### src/rtl/gam_winner_search_if.sv
// Request/result and node-memory read bus of the GAM winner/runner-up search.
// DIST_W follows the GAM_SQ_DIST_EN build option so both ends agree on width.
interface gam_winner_search_if #(
  parameter int NODE_COUNT = 10,
  parameter int VECTOR_LEN = 4,
  parameter int IDX_W      = $clog2(NODE_COUNT) + 1,
`ifdef GAM_SQ_DIST_EN
  parameter int DIST_W     = 16 + $clog2(VECTOR_LEN)
`else
  parameter int DIST_W     = 8 + $clog2(VECTOR_LEN)
`endif
);
  logic                    start;
  logic [VECTOR_LEN*8-1:0] x_vec;
  logic [IDX_W-1:0]        node_cnt;
  logic                    rd_en;
  logic [IDX_W-1:0]        rd_addr;
  logic [VECTOR_LEN*8-1:0] rd_w;
  logic                    rd_invalid;
  logic                    busy;
  logic                    done;
  logic [IDX_W-1:0]        win_idx;
  logic [IDX_W-1:0]        sec_idx;
  logic [DIST_W-1:0]       win_dist;
  logic [DIST_W-1:0]       sec_dist;

  // master: the requester that also serves node memory; slave: the search engine
  modport master (
    output start, x_vec, node_cnt, rd_w, rd_invalid,
    input  rd_en, rd_addr, busy, done, win_idx, sec_idx, win_dist, sec_dist
  );

  modport slave (
    input  start, x_vec, node_cnt, rd_w, rd_invalid,
    output rd_en, rd_addr, busy, done, win_idx, sec_idx, win_dist, sec_dist
  );
endinterface

### src/rtl/gam_winner_search.sv
// GAM winner/runner-up search: scans node weights, ranks them by distance to X.
// Build option GAM_SQ_DIST_EN selects squared Euclidean distance instead of Manhattan.
module gam_winner_search #(
  parameter int NODE_COUNT = 10,
  parameter int VECTOR_LEN = 4,
  parameter int IDX_W      = $clog2(NODE_COUNT) + 1,
`ifdef GAM_SQ_DIST_EN
  parameter int DIST_W     = 16 + $clog2(VECTOR_LEN)
`else
  parameter int DIST_W     = 8 + $clog2(VECTOR_LEN)
`endif
) (
  input logic               clk,
  input logic               rst_n,
  gam_winner_search_if.slave bus
);
  localparam int DATA_W = 8;
  localparam int VEC_W  = VECTOR_LEN * DATA_W;

  typedef enum logic [1:0] {S_IDLE, S_SCAN, S_DRAIN, S_DONE} state_t;

  state_t             state, state_nxt;
  logic [IDX_W-1:0]   k;
  logic [IDX_W-1:0]   cnt_lat;
  logic [VEC_W-1:0]   x_lat;
  logic               accept;
  logic               rd_en;
  logic [IDX_W-1:0]   rd_addr;

  logic               vld_p1;
  logic [IDX_W-1:0]   idx_p1;
  logic [DIST_W-1:0]  dist_p1;
  logic               hit_p1;

  logic [DIST_W-1:0]  b1_dist, b2_dist, b1_dist_nxt, b2_dist_nxt;
  logic [IDX_W-1:0]   b1_idx, b2_idx, b1_idx_nxt, b2_idx_nxt;

  logic [IDX_W-1:0]   win_idx_q, sec_idx_q;
  logic [DIST_W-1:0]  win_dist_q, sec_dist_q;

  function automatic logic [DIST_W-1:0] dist_fn(input logic [VEC_W-1:0] x,
                                                input logic [VEC_W-1:0] w);
    logic [DIST_W-1:0]  acc;
    logic signed [8:0]  diff;
    logic [7:0]         ad;
`ifdef GAM_SQ_DIST_EN
    logic [15:0]        sq;
`endif
    acc = '0;
    for (int i = 0; i < VECTOR_LEN; i++) begin
      diff = $signed({1'b0, x[DATA_W*i +: DATA_W]}) - $signed({1'b0, w[DATA_W*i +: DATA_W]});
      ad   = diff[8] ? 8'(-diff) : diff[7:0];
`ifdef GAM_SQ_DIST_EN
      sq   = 16'(ad) * 16'(ad);
      acc  = acc + DIST_W'(sq);
`else
      acc  = acc + DIST_W'(ad);
`endif
    end
    return acc;
  endfunction

  function automatic logic [IDX_W-1:0] clamp_cnt(input logic [IDX_W-1:0] n);
    return (n > IDX_W'(NODE_COUNT)) ? IDX_W'(NODE_COUNT) : n;
  endfunction

  assign accept  = (state == S_IDLE) && bus.start;
  assign rd_en   = (state == S_SCAN);
  assign rd_addr = rd_en ? k : '0;

  always_ff @(posedge clk or negedge rst_n) begin
    if (!rst_n) state <= S_IDLE;
    else        state <= state_nxt;
  end

  always_comb begin
    state_nxt = state;
    case (state)
      S_IDLE:  if (bus.start) state_nxt = (bus.node_cnt == '0) ? S_DONE : S_SCAN;
      S_SCAN:  if (k == cnt_lat) state_nxt = S_DRAIN;
      S_DRAIN: state_nxt = S_DONE;
      S_DONE:  state_nxt = S_IDLE;
      default: state_nxt = S_IDLE;
    endcase
  end

  always_ff @(posedge clk or negedge rst_n) begin
    if (!rst_n) begin
      k       <= '0;
      cnt_lat <= '0;
      vld_p1  <= 1'b0;
    end else begin
      vld_p1 <= rd_en;
      if (accept) begin
        k       <= IDX_W'(1);
        cnt_lat <= clamp_cnt(bus.node_cnt);
      end else if (rd_en) begin
        k <= k + IDX_W'(1);
      end
    end
  end

  always_ff @(posedge clk) begin
    if (accept) x_lat <= bus.x_vec;
    idx_p1 <= rd_addr;
  end

  // Stage p1: read data returns; distance and ranking against the running best two
  assign dist_p1 = dist_fn(x_lat, bus.rd_w);
  assign hit_p1  = vld_p1 && !bus.rd_invalid;

  always_comb begin
    b1_dist_nxt = b1_dist;
    b1_idx_nxt  = b1_idx;
    b2_dist_nxt = b2_dist;
    b2_idx_nxt  = b2_idx;
    if (accept) begin
      b1_dist_nxt = '1;
      b1_idx_nxt  = '0;
      b2_dist_nxt = '1;
      b2_idx_nxt  = '0;
    end else if (hit_p1) begin
      // strict compare keeps the earlier (lower) index on ties
      if (dist_p1 < b1_dist) begin
        b2_dist_nxt = b1_dist;
        b2_idx_nxt  = b1_idx;
        b1_dist_nxt = dist_p1;
        b1_idx_nxt  = idx_p1;
      end else if (dist_p1 < b2_dist) begin
        b2_dist_nxt = dist_p1;
        b2_idx_nxt  = idx_p1;
      end
    end
  end

  always_ff @(posedge clk) begin
    b1_dist <= b1_dist_nxt;
    b1_idx  <= b1_idx_nxt;
    b2_dist <= b2_dist_nxt;
    b2_idx  <= b2_idx_nxt;
  end

  // Results load on entry to DONE from the post-compare values, so they are valid with done
  always_ff @(posedge clk or negedge rst_n) begin
    if (!rst_n) begin
      win_idx_q  <= '0;
      sec_idx_q  <= '0;
      win_dist_q <= '0;
      sec_dist_q <= '0;
    end else if (state_nxt == S_DONE) begin
      win_idx_q  <= b1_idx_nxt;
      sec_idx_q  <= b2_idx_nxt;
      win_dist_q <= (b1_idx_nxt == '0) ? '0 : b1_dist_nxt;
      sec_dist_q <= (b2_idx_nxt == '0) ? '0 : b2_dist_nxt;
    end
  end

  assign bus.rd_en    = rd_en;
  assign bus.rd_addr  = rd_addr;
  assign bus.busy     = (state != S_IDLE);
  assign bus.done     = (state == S_DONE);
  assign bus.win_idx  = win_idx_q;
  assign bus.sec_idx  = sec_idx_q;
  assign bus.win_dist = win_dist_q;
  assign bus.sec_dist = sec_dist_q;

endmodule

### src/flat_wrapper.sv
// flat-port wrapper written by rule: the top's interface ports become plain ports
module gam_winner_search_flat 
#(
  parameter int NODE_COUNT = 10,
  parameter int VECTOR_LEN = 4,
  parameter int IDX_W      = $clog2(NODE_COUNT) + 1,

  parameter int DIST_W     = 8 + $clog2(VECTOR_LEN)

)
  (clk, rst_n, bus_start, bus_x_vec, bus_node_cnt, bus_rd_w, bus_rd_invalid, bus_rd_en, bus_rd_addr, bus_busy, bus_done, bus_win_idx, bus_sec_idx, bus_win_dist, bus_sec_dist);
  gam_winner_search_if #(.NODE_COUNT(NODE_COUNT), .VECTOR_LEN(VECTOR_LEN), .IDX_W(IDX_W), .DIST_W(DIST_W)) bus_i ();
  input logic clk;
  input logic rst_n;
  input wire logic [$bits(bus_i.start)-1:0] bus_start;
  input wire logic [$bits(bus_i.x_vec)-1:0] bus_x_vec;
  input wire logic [$bits(bus_i.node_cnt)-1:0] bus_node_cnt;
  input wire logic [$bits(bus_i.rd_w)-1:0] bus_rd_w;
  input wire logic [$bits(bus_i.rd_invalid)-1:0] bus_rd_invalid;
  output wire logic [$bits(bus_i.rd_en)-1:0] bus_rd_en;
  output wire logic [$bits(bus_i.rd_addr)-1:0] bus_rd_addr;
  output wire logic [$bits(bus_i.busy)-1:0] bus_busy;
  output wire logic [$bits(bus_i.done)-1:0] bus_done;
  output wire logic [$bits(bus_i.win_idx)-1:0] bus_win_idx;
  output wire logic [$bits(bus_i.sec_idx)-1:0] bus_sec_idx;
  output wire logic [$bits(bus_i.win_dist)-1:0] bus_win_dist;
  output wire logic [$bits(bus_i.sec_dist)-1:0] bus_sec_dist;
  assign bus_i.start = bus_start;
  assign bus_i.x_vec = bus_x_vec;
  assign bus_i.node_cnt = bus_node_cnt;
  assign bus_i.rd_w = bus_rd_w;
  assign bus_i.rd_invalid = bus_rd_invalid;
  assign bus_rd_en = bus_i.rd_en;
  assign bus_rd_addr = bus_i.rd_addr;
  assign bus_busy = bus_i.busy;
  assign bus_done = bus_i.done;
  assign bus_win_idx = bus_i.win_idx;
  assign bus_sec_idx = bus_i.sec_idx;
  assign bus_win_dist = bus_i.win_dist;
  assign bus_sec_dist = bus_i.sec_dist;
  gam_winner_search #(.NODE_COUNT(NODE_COUNT), .VECTOR_LEN(VECTOR_LEN), .IDX_W(IDX_W), .DIST_W(DIST_W)) u_core (.clk(clk), .rst_n(rst_n), .bus(bus_i));
endmodule
### config.mk
export PLATFORM = sky130hd
export DESIGN_NAME = gam_winner_search_flat
export DESIGN_NICKNAME = d
export VERILOG_FILES = /design/src/rtl/gam_winner_search_if.sv /design/src/rtl/gam_winner_search.sv /design/src/flat_wrapper.sv
export SDC_FILE = /design/constraint.sdc
export NUM_CORES = 1
export LEC_CHECK = 0
export BUFFER_PORTS_ARGS = -buffer_cell sky130_fd_sc_hd__buf_2
export CORE_UTILIZATION = 58
export DETAILED_ROUTE_END_ITERATION = 6
export PLACE_DENSITY_LB_ADDON = 0.25
export SLEW_MARGIN = 10
export SYNTH_ARGS = -nofsm -noshare
export SYNTH_HDL_FRONTEND = slang
export SYNTH_SLANG_ARGS = --single-unit
### constraint.sdc
create_clock -name clk -period 8.8 [get_ports clk]
set_input_delay 0.44 -clock clk [delete_from_list [all_inputs] [get_ports clk]]
set_output_delay 0.44 -clock clk [all_outputs]
set_load 0.05 [all_outputs]
== Yosys cells after proc, flatten, opt, wreduce, memory -nomap -nowiden ==
Index checks and enable logic that the tools add are counted.
Storage, ports and cells
  flip-flop bits (word level): 110
  logic and storage cells: 71
  output and inout port bits: 38
  input port bits: 73
Operators by class
  reductions and logical operators: 9
  $lt $le $gt $ge: 3
  equality and inequality tests: 5
  mux-type cells: 28
  add/subtract/negate cells: 12
Operator list (number)
  10-bit two-way mux: 9
  5-bit two-way mux: 11
  8-bit by 8-bit subtractor with 9-bit output: 4
  8-bit two-way mux: 4
  8-bit negation: 4
  10-bit by 8-bit adder with 10-bit output: 2
  10-bit < comparator: 2
  5-bit zero test: 3
  8-bit by 8-bit adder with 9-bit output: 1
  2-bit one-hot mux with 4 select lines: 1
  2-bit == test, second input constant: 3
  2-bit two-way mux: 3
  5-bit by 1-bit adder with 5-bit output, second input constant: 1
  5-bit == test: 1
  5-bit by 4-bit > comparator with 1-bit output, second input constant: 1
  2-bit nonzero test: 2
  2-bit by 1-bit == test with 1-bit output, second input constant: 1
  1-bit logical AND: 2
  2-bit zero test: 1
  1-bit zero test: 1

== Logic depth before layout (Yosys ltp) ==
  depth in word-level cells: 13
  mapped depth: 37
  mapped depth without buffers: 35

== Worst setup path after synthesis ==
OpenSTA, ideal clock, no wires.
  path type: input -> register
  from: input port bus_rd_w[10]
  to: register u_core.sec_dist_q[0], in the netlist u_core.bus.sec_dist[0]
  data arrival time: 6.792 ns
  path slack: 1.861 ns
  path buffers: 1
  stages on the path: 33
  cells stage by stage: inv_1 -> ha_1 -> nor2b_1 -> o21ai_0 -> nand2b_1 -> a211oi_1 -> o21bai_1 -> a21oi_1 -> nor2_1 -> a21o_1 -> ha_1 -> a21o_1 -> a21oi_1 -> o21ai_0 -> a21oi_1 -> xnor2_1 -> fa_1 -> inv_1 -> ha_1 -> and3_1 -> a221o_1 -> o41ai_1 -> xnor2_1 -> ha_1 -> nand2_1 -> nor2_1 -> a31oi_1 -> and2_4 -> buf_6 -> nand2b_1 -> o22ai_2 -> a2111oi_4 -> a21oi_1
Between the ends
  word-level cells in the longest chain between the ends: 13
RTL lines
  start: declaration: line flat_wrapper.sv:18  | input wire logic [$bits(bus_i.rd_w)-1:0] bus_rd_w;
  8-bit by 8-bit subtractor with 9-bit output *: line gam_winner_search.sv:51  | diff = $signed({1'b0, x[DATA_W*i +: DATA_W]}) - $signed({1'b0, w[DATA_W*i +: DATA_W]});
  8-bit negation: line gam_winner_search.sv:52  | ad = diff[8] ? 8'(-diff) : diff[7:0];
  8-bit two-way mux *: line gam_winner_search.sv:52
  8-bit by 8-bit adder with 9-bit output *: line gam_winner_search.sv:57  | acc = acc + DIST_W'(ad);
  10-bit by 8-bit adder with 10-bit output * (2 in a row): line gam_winner_search.sv:57
  10-bit < comparator: line gam_winner_search.sv:129  | end else if (dist_p1 < b2_dist) begin
  5-bit two-way mux: line gam_winner_search.sv:129
  5-bit two-way mux: line gam_winner_search.sv:124  | if (dist_p1 < b1_dist) begin
  5-bit two-way mux: line gam_winner_search.sv:122  | end else if (hit_p1) begin
  5-bit two-way mux: line gam_winner_search.sv:117  | if (accept) begin
  5-bit zero test: line gam_winner_search.sv:154  | sec_dist_q <= (b2_idx_nxt == '0) ? '0 : b2_dist_nxt;
  10-bit two-way mux *: line gam_winner_search.sv:154
  end signal: assignment: line gam_winner_search.sv:154
  end: declaration: line gam_winner_search.sv:39  | logic [DIST_W-1:0] win_dist_q, sec_dist_q;
Every way passes the cells marked *; elsewhere a longest branch is shown, timed or not.
A chain may end at the register's enable or synchronous reset.

== Final worst setup path ==
  from: register u_core.x_lat[8]
  to: register u_core.sec_dist_q[3], in the netlist u_core.bus.sec_dist[3]
Between the ends
  word-level cells in the longest chain between the ends: 13
RTL lines
  start: declaration: line gam_winner_search.sv:25  | logic [VEC_W-1:0] x_lat;
  start signal: assignment: line gam_winner_search.sv:104  | if (accept) x_lat <= bus.x_vec;
  8-bit by 8-bit subtractor with 9-bit output *: line gam_winner_search.sv:51
  8-bit negation: line gam_winner_search.sv:52
  8-bit two-way mux *: line gam_winner_search.sv:52
  8-bit by 8-bit adder with 9-bit output *: line gam_winner_search.sv:57
  10-bit by 8-bit adder with 10-bit output * (2 in a row): line gam_winner_search.sv:57
  10-bit < comparator: line gam_winner_search.sv:129
  5-bit two-way mux: line gam_winner_search.sv:129
  5-bit two-way mux: line gam_winner_search.sv:124
  5-bit two-way mux: line gam_winner_search.sv:122
  5-bit two-way mux: line gam_winner_search.sv:117
  5-bit zero test: line gam_winner_search.sv:154
  10-bit two-way mux *: line gam_winner_search.sv:154
Marked as above.

==> run summary <==
status: complete, no violations
Num CTS Buffers: 9
Yosys cell types: 57
Slew headroom: 21.5%
required time of the worst setup path: 9.00 ns
DR pass1 iterations: 7
RR Endpoint: u_core.bus.sec_dist[3]$_DFFE_PN0N_
Post-CTS Hold Buffers: 0
highest-delay cell along the critical path: a2111oi_4
GRT Resource Usage Total: 25.4%
worst hold path type: primary input to asynchronous set/reset pin
Crit Path Max Fanout: 11
min cycle time layout: 8.16 ns
Clk Tree Root Cell: clkbuf_16
Final setup viols: 0
cell count of the worst reg-to-reg path: 33
area occupied by multi-input gates: 4170 sq um
Post-synth EDFFs: 32
Tightest Pin Transition: 1.18 ns
most common cell in the netlist: inv_1
Final GP Congestion: 0.899
number of global-route vias before repair: 5,831
CTS tree: yes
FF/Latch Area: 2740 sq um
Die Wd: 114 um
share of cells above drive strength 1: 18.5%
DR vias: 5,665
Worst-Skew Late Latency: 0.35 ns
vias per inst: 5.61
TNS Setup: 0 ns
Synth Cell Area: 7300 sq um
GR Overflow Total: 0
Synth top cells by count: 79 x inv_1, 71 x ha_1, 46 x a21oi_1
io pins: 111
Worst Setup Path Type: register to register
crit end category: register
fin crit share: 92.8%
largest net degree at the start of global routing: 60
Avg Inst Size Synth: 9.95 sq um
Yosys top cell area share: 14.7%
DP HPWL: 12.1 mm
antenna viol nets, final: 0
initial antenna violation count: 0
Clock Tree Buf Depth: 2
ant diodes: 0
Synth warnings: 0
CTS sink count: 110
Post-Route WL: 15.8 mm
Worst path max stage delay: 0.66 ns
unrepaired setup endpoints after global routing: no
IO Port Bufs: 110
Fin Clk Skew: 0.0109 ns
crit start category: register
Max Cap Viol: 0
Layout area overhead: 13.4%
worst r2r src: u_core.x_lat[8]$_DFFE_PP_
CTS HTree Levels: 3
fillcell total: 938
row cnt: 40
Post-CTS Setup Bufs: 0
post-cts resize count: 0
syn_nets: 891
Vert. Die Dim: 114 um
Seq/Total Area, Yosys: 37.5%
fmax: 122 MHz
DRC errors left: 0
first-pass GRT wire length: 26.3 mm
Fin. Hold Viols: 0
drt wl/cell: 15.7 um
cells after synthesis: 733
Reg2Reg Setup Slack: 0.64 ns
Async S/R FF share, synth: 39.1%
Initial Util: 60.0%
dominant cells by area after synthesis: dfrtp_1 15%, edfxtp_1 13%, ha_1 12%
Data arrival, critical path: 8.37 ns
flops & latches, synth: 110
Core Area: 12,200 sq um
drt first-iter violations: 334
clock-pin slew on the worst setup and hold paths: 0.07 ns
Synth area leader: dfrtp_1
Max Slew Vio Count: 0
Main synth FF type: dfrtp_1
Nets: 995
die area: 13,000 sq um
how the worst max path moves through the flow:
| stage | start | cells after the start | to | slack [ns] |
|---|---|---|---|---|
| 2_1_floorplan | bus_rd_w[10] | 33 | u_core.bus.sec_dist[0]$_DFFE_PN0N_ | 1.86 |
| 3_3_place_gp | bus_rd_w[10] | 31 | u_core.bus.sec_dist[6]$_DFFE_PN0N_ | 0.83 |
| 3_5_place_dp | bus_rd_w[10] | 31 | u_core.bus.sec_dist[3]$_DFFE_PN0N_ | 0.45 |
| 4_1_cts | u_core.x_lat[8]$_DFFE_PP_ | 31 | u_core.bus.sec_dist[9]$_DFFE_PN0N_ | 0.53 |
| 5_1_grt | u_core.x_lat[8]$_DFFE_PP_ | 31 | u_core.bus.sec_dist[9]$_DFFE_PN0N_ | 0.03 |
| 6_report | u_core.x_lat[8]$_DFFE_PP_ | 33 | u_core.bus.sec_dist[3]$_DFFE_PN0N_ | 0.64 |
sequential cells by signal (all words and copies together) (netlist names):
register and count:
u_core.bus.win_idx 5, u_core.vld_p1 1, u_core.idx_p1 5, u_core.cnt_lat 5, u_core.k 5, u_core.b1_dist 10, u_core.x_lat 32, u_core.bus.win_dist 10
u_core.b1_idx 5, u_core.b2_dist 10, u_core.bus.sec_dist 10, u_core.state 2, u_core.bus.sec_idx 5, u_core.b2_idx 5
worst max-delay path, delay by kind of cell (launching register included):
family / cells / cell delay [ns]
XOR/XNOR: 2 / 0.39
AND/OR/NAND/NOR: 8 / 1.37
AO/OA/AOI/OAI: 15 / 3.85
flip-flops: 1 / 0.36
adder cells (fa/ha/maj): 6 / 1.91
buffers and inverters: 2 / 0.12
area by class of cell:
type,instances,share of cell area [%]
multi-input cells,521,50.4
flip-flops and latches,110,33.1
repair buffers,113,6.93
inverters,82,3.72
clock buffers,10,2.77
well taps,168,2.54
clock inverters,6,0.514
cells in the final DEF (no fill, tap or decap), types with 2 or more instances in the layout:
cell type,instances
o31a_1,3
o41ai_1,5
dfrtp_1,43
xor2_1,24
and3_1,3
inv_2,3
o31ai_1,4
a211oi_2,2
ha_1,71
a211oi_1,6
buf_4,3
fa_1,14
nand2_1,40
a21o_1,18
and2_1,9
xnor2_1,38
or3_1,4
clkbuf_16,9
nand2b_1,11
o32ai_2,3
a311oi_1,10
dfxtp_1,35
edfxtp_1,32
o21ai_0,29
mux2i_1,39
inv_1,79
nor2_1,44
a41oi_1,3
nor2b_1,12
nand3_1,15
a221oi_1,10
a31oi_1,2
o21ai_1,12
o21bai_1,7
mux2_2,10
buf_2,110
a21oi_1,46
nor3_1,4
o21a_1,5
cell families after synthesis:
family          share of synthesized area (%)
xor+xnor                                 7.44
mux                                      6.89
buf+inv                                  5.42
compound gates                           16.5
simple gates                             10.2
flops                                    37.5
fa+ha+maj                                16.0
through the flow:
| step | instance area (sq um) | hold WS, ns | utilization, % | instances | setup slack [ns] |
|---|---|---|---|---|---|
| finish | 8270 | 0.222 | 68.0 | 1010 | 0.636 |
| global route | 8270 | 0.249 | 68.0 | 1010 | 0.0272 |
| CTS | 8270 | 0.247 | 68.0 | 1010 | 0.530 |
| detailed placement | 8000 | 0.485 | 65.7 | 994 | 0.453 |
| global placement | 8000 | 0.482 | 65.7 | 994 | 0.830 |
| floorplan | 7300 | 0.144 | - | 733 | 1.86 |
per-layer routing:
layer	track usage, %	wire length [um]	vias to the layer above
li1	-	-	2787
met1	30.7	6920	2700
met2	45.7	7970	150
met3	4.50	631	28
met4	8.57	297	0
met5	0	0	-
Power is left out: the tool's default activity adds up to more than one toggle a clock period on the data nets, which glitch-free logic cannot reach.
